### config.mk
export PLATFORM = sky130hd
export DESIGN_NAME = gate_bist_ctrl
export DESIGN_NICKNAME = d
export VERILOG_FILES = /design/src/rtl/gate_bist_ctrl.sv
export SDC_FILE = /design/constraint.sdc
export NUM_CORES = 1
export LEC_CHECK = 0
export ABC_AREA = 1
export CAP_MARGIN = 20
export CORE_MARGIN = 2
export CORE_UTILIZATION = 45
export CTS_CLUSTER_DIAMETER = 40
export DETAILED_ROUTE_END_ITERATION = 16
export PLACE_DENSITY = 0.78
export SLEW_MARGIN = 20
export SYNTH_ARGS = -nofsm -noshare
export SYNTH_HDL_FRONTEND = slang
export SYNTH_SLANG_ARGS = --single-unit
### constraint.sdc
create_clock -name clk -period 1.32 [get_ports clk]
set_input_delay 0.198 -clock clk [delete_from_list [all_inputs] [get_ports clk]]
set_output_delay 0.198 -clock clk [all_outputs]
set_load 0.005 [all_outputs]
### src/rtl/gate_bist_ctrl.sv
// BIST sequencer for a 2-input gate: walks {a,b} through 00..11, samples the
// gate output after a settle window and scores it against a truth table.
module gate_bist_ctrl #(
  parameter int unsigned HOLD_CYCLES = 2
) (
  input  logic       clk,
  input  logic       rst,
  input  logic       start,
  input  logic [3:0] exp_tt,
  input  logic       gate_c,
  output logic       gate_a,
  output logic       gate_b,
  output logic       busy,
  output logic       done,
  output logic       pass,
  output logic [2:0] err_count,
  output logic [3:0] fail_vec
);

  localparam int unsigned CW = $clog2(HOLD_CYCLES + 1);
  localparam logic [CW-1:0] HOLD_LAST = CW'(HOLD_CYCLES - 1);

  typedef enum logic [1:0] {IDLE, DRIVE, SAMPLE, DONE} state_t;

  state_t        state, state_nx;
  logic [1:0]    vec, vec_nx;
  logic [CW-1:0] cnt, cnt_nx;
  logic [3:0]    tt, tt_nx;
  logic          pass_nx;
  logic [2:0]    err_nx;
  logic [3:0]    fail_nx;
  logic          gate_a_nx, gate_b_nx, busy_nx, done_nx;

  always_comb begin
    state_nx = state;
    vec_nx   = vec;
    cnt_nx   = cnt;
    tt_nx    = tt;
    pass_nx  = pass;
    err_nx   = err_count;
    fail_nx  = fail_vec;
    case (state)
      IDLE: begin
        if (start) begin
          tt_nx    = exp_tt;
          pass_nx  = 1'b0;
          err_nx   = '0;
          fail_nx  = '0;
          vec_nx   = '0;
          cnt_nx   = '0;
          state_nx = DRIVE;
        end
      end
      DRIVE: begin
        if (cnt == HOLD_LAST) state_nx = SAMPLE;
        else                  cnt_nx   = cnt + CW'(1);
      end
      SAMPLE: begin
        if (gate_c != tt[vec]) begin
          fail_nx[vec] = 1'b1;
          err_nx       = err_count + 3'd1;
        end
        if (vec == 2'd3) begin
          // pass is derived from the post-sample count so it is valid alongside done
          pass_nx  = (err_nx == 3'd0);
          state_nx = DONE;
        end else begin
          vec_nx   = vec + 2'd1;
          cnt_nx   = '0;
          state_nx = DRIVE;
        end
      end
      DONE: state_nx = IDLE;
      default: state_nx = IDLE;
    endcase

    busy_nx   = (state_nx == DRIVE) || (state_nx == SAMPLE);
    done_nx   = (state_nx == DONE);
    gate_a_nx = busy_nx & vec_nx[1];
    gate_b_nx = busy_nx & vec_nx[0];
  end

  always_ff @(posedge clk) begin
    if (rst) begin
      state     <= IDLE;
      vec       <= '0;
      cnt       <= '0;
      tt        <= '0;
      pass      <= 1'b0;
      err_count <= '0;
      fail_vec  <= '0;
      gate_a    <= 1'b0;
      gate_b    <= 1'b0;
      busy      <= 1'b0;
      done      <= 1'b0;
    end else begin
      state     <= state_nx;
      vec       <= vec_nx;
      cnt       <= cnt_nx;
      tt        <= tt_nx;
      pass      <= pass_nx;
      err_count <= err_nx;
      fail_vec  <= fail_nx;
      gate_a    <= gate_a_nx;
      gate_b    <= gate_b_nx;
      busy      <= busy_nx;
      done      <= done_nx;
    end
  end

endmodule

==> flow_metrics.py <==
metrics = {
    "run_status": {
        "status": "completed",
    },
    "synthesis": {
        "async_flop_share_pct": 0,
        "synthTopCellsByCount": "nand2_1, dfxtp_1, inv_1, nor2_1, a21oi_1",
        "synth_top_area_share_pct": 43.4,
        "syn_area_per_cell_um2": 7.41,
        "synth_nets": 148,
        "synth_edf_count": 0,
        "synth.largest_area_cell": "dfxtp_1",
        "synthTopCellsByArea": "dfxtp_1, nand2_1, inv_1",
        "synth_cell_types": 19,
        "syn_area_um2": 1010,
        "synth_ff_type": "dfxtp_1",
        "ys_ff_latch": 22,
        "yosysMostFrequentCell": "nand2_1",
        "ys_warn_count": 0,
        "yosysSeqAreaShare_pct": 43.4,
        "synth_cells": 137,
    },
    "timing": {
        "finalHoldViolCount": 0,
        "rsz0062_at_grt": "yes",
        "setup_tns_ns": 0,
        "clock_skew_ns": 0.00279,
        "worstMarginPinSlew_ns": 0.281,
        "fin_crit_ns": 1.30,
        "fmax_ghz": 0.770,
        "fin_hold_ws_ns": 0.451,
        "setup_violations": 0,
        "finalMaxSlewViolations": 0,
        "final.period_utilization_pct": 98.4,
        "slew_headroom_pct": 81.3,
    },
    "global_route": {
        "grt_overflow": 0,
        "grt_max_degree": 13,
        "track_usage_pct": 18.5,
        "grt_pass1_vias": 908,
        "antenna_found_initial": 0,
        "grt_pass1_wl_mm": 3.62,
    },
    "job": {
        "maxCapViolCount": 0,
    },
    "critical_path": {
        "reg2reg_to": "cnt[1]$_SDFFE_PP0P_",
        "critPathCaptureType": "flop",
        "crit_path_start_kind": "flop",
        "cp_max_fo": 4,
        "worstPathArrival_ns": 1.50,
        "r2r_slack_ns": 0.02,
        "worstReg2RegStart": "vec[0]$_SDFF_PP0_",
        "rr_worst_depth": 8,
        "critical_path_class": "flop to flop",
        "crit_required_ns": 1.53,
        "startpoint": "vec[0]$_SDFF_PP0_",
    },
    "cts": {
        "clk_latency_ns": 0.30,
        "numClockSinks": 22,
        "tritoncts": "yes",
        "clkTransAtPathRegs_ns": 0.12,
        "htree_levels": 1,
        "cts-hold-fix-buffers": 0,
        "root_buffer": "clkbuf_4",
        "cts_made_buffers": 3,
        "cts.path.max_buffers": 2,
    },
    "drt": {
        "routed_wl_mm": 2.38,
        "routed_via_density": 4.79,
        "vias": 992,
        "ant_nets": 0,
        "drc": 0,
        "routedWlPerCell_um": 11.5,
        "drtIter0Drc": 18,
        "firstDrtPassIters": 4,
    },
    "final_layout": {
        "nNetsFinal": 191,
        "num_antenna_cells": 0,
        "area_growth_pct": 51.3,
        "drive_above_1_share_pct": 42.5,
        "final_core_util_pct": 70.8,
    },
    "floorplanning": {
        "dieArea_um2": 2650,
        "rows": 17,
        "ioPinCount": 20,
        "core-area_um2": 2170,
        "die_x_um": 51.5,
        "die_h_um": 51.5,
        "start_util_pct": 46.8,
    },
    "power_and_ir_drop": {
        "p_per_area_nw_per_um2": 888,
        "ir_drop_mv": 0.838,
        "power.leakage_nw": 0.733,
    },
    "place": {
        "dpl.hpwl_mm": 1.65,
        "gp_congestion": 0.835,
        "numPortBuffers": 19,
    },
    "min_path": {
        "hold_class": "flop to flop",
        "worstHoldEndpoint": "fail_vec[1]$_SDFFE_PP0P_",
        "min_from": "fail_vec[1]$_SDFFE_PP0P_",
        "hold_depth": 2,
    },
}
power breakdown:
part	total [mW]	leakage [nW]	switching, mW	internal (mW)
logic	0.281	0.526	0.150	0.132
clock network	0.367	0.0210	0.199	0.168
registers	0.714	0.186	0.0188	0.695
kinds of logic after synthesis:
group / share of synthesized area [%]
XOR/XNOR: 0.863
AO/OA/AOI/OAI: 11.7
flip-flops: 43.4
buffers and inverters: 8.14
AND/OR/NAND/NOR: 32.2
adder cells (fa/ha/maj): 3.70
layer usage:
layer	wire length [um]	track usage, %	vias up
met5	0	0	-
met2	1240	32.5	16
met4	30	8.77	0
met1	1050	21.2	455
li1	-	-	517
met3	63	3.80	4
metrics by stage:
step,worst slack (ns),cell area (um2),power [mW],std cells
floorplan,0.0183,1010,0.860,137
global placement,-0.240,1330,0.950,196
detailed placement,-0.339,1330,0.961,196
CTS,0.00753,1430,1.33,206
global route,-0.0944,1540,1.43,207
finish,0.0212,1540,1.36,207
cell type report:
| cell class | count | area (um2) |
|---|---|---|
| multi-input cells | 93 | 597 |
| flip-flops and latches | 22 | 460 |
| inverters | 21 | 81.3 |
| clock buffers | 4 | 36.3 |
| well taps | 28 | 35.0 |
| fillers | 183 | 634 |
| repair buffers | 39 | 325 |
worst max-delay path: stages (launching register included):
cell and delay [ns]:
dfxtp_4 0.38, buf_4 0.14, nand2_1 0.07, inv_2 0.04
nand2_2 0.07, nand2_2 0.08, or2_4 0.26, o21ai_1 0.11
a21oi_1 0.05
worst max-delay path by stage:
stage / endpoint / cells after the start
global placement: gate_b$_SDFF_PP0_ / 7
finish: cnt[1]$_SDFFE_PP0P_ / 8
CTS: gate_a$_SDFF_PP0_ / 6
detailed placement: gate_b$_SDFF_PP0_ / 7
floorplan: gate_a$_SDFF_PP0_ / 6
global route: pass$_SDFFE_PP0P_ / 12
cells in the final DEF, fill, tap and decap left out, types with 2 or more instances in the layout:
| cell | instances |
|---|---|
| a21oi_1 | 9 |
| a21oi_2 | 4 |
| buf_4 | 20 |
| clkbuf_4 | 3 |
| clkdlybuf4s50_1 | 7 |
| dfxtp_1 | 8 |
| dfxtp_2 | 13 |
| dlygate4sd2_1 | 12 |
| inv_1 | 16 |
| inv_2 | 4 |
| nand2_1 | 17 |
| nand2_2 | 9 |
| nand2_4 | 5 |
| nand3_1 | 7 |
| nand3_2 | 2 |
| nor2_1 | 18 |
| nor2_4 | 2 |
| nor3_1 | 2 |
| nor3_2 | 3 |
| o21ai_0 | 4 |
what timing repair did:
action,in CTS,in global routing
endpoints found under the setup margin,23,12
gates resized for setup,30,29
pin swaps,3,15
setup buffers,6,1
registers in the layout (all words and copies together), names as in the netlist, 2 cells and up:
signal	cells
vec	2
err_count	3
fail_vec	4
tt	4
state	2
cnt	2
No activity file was read; power rests on OpenSTA's default activity.
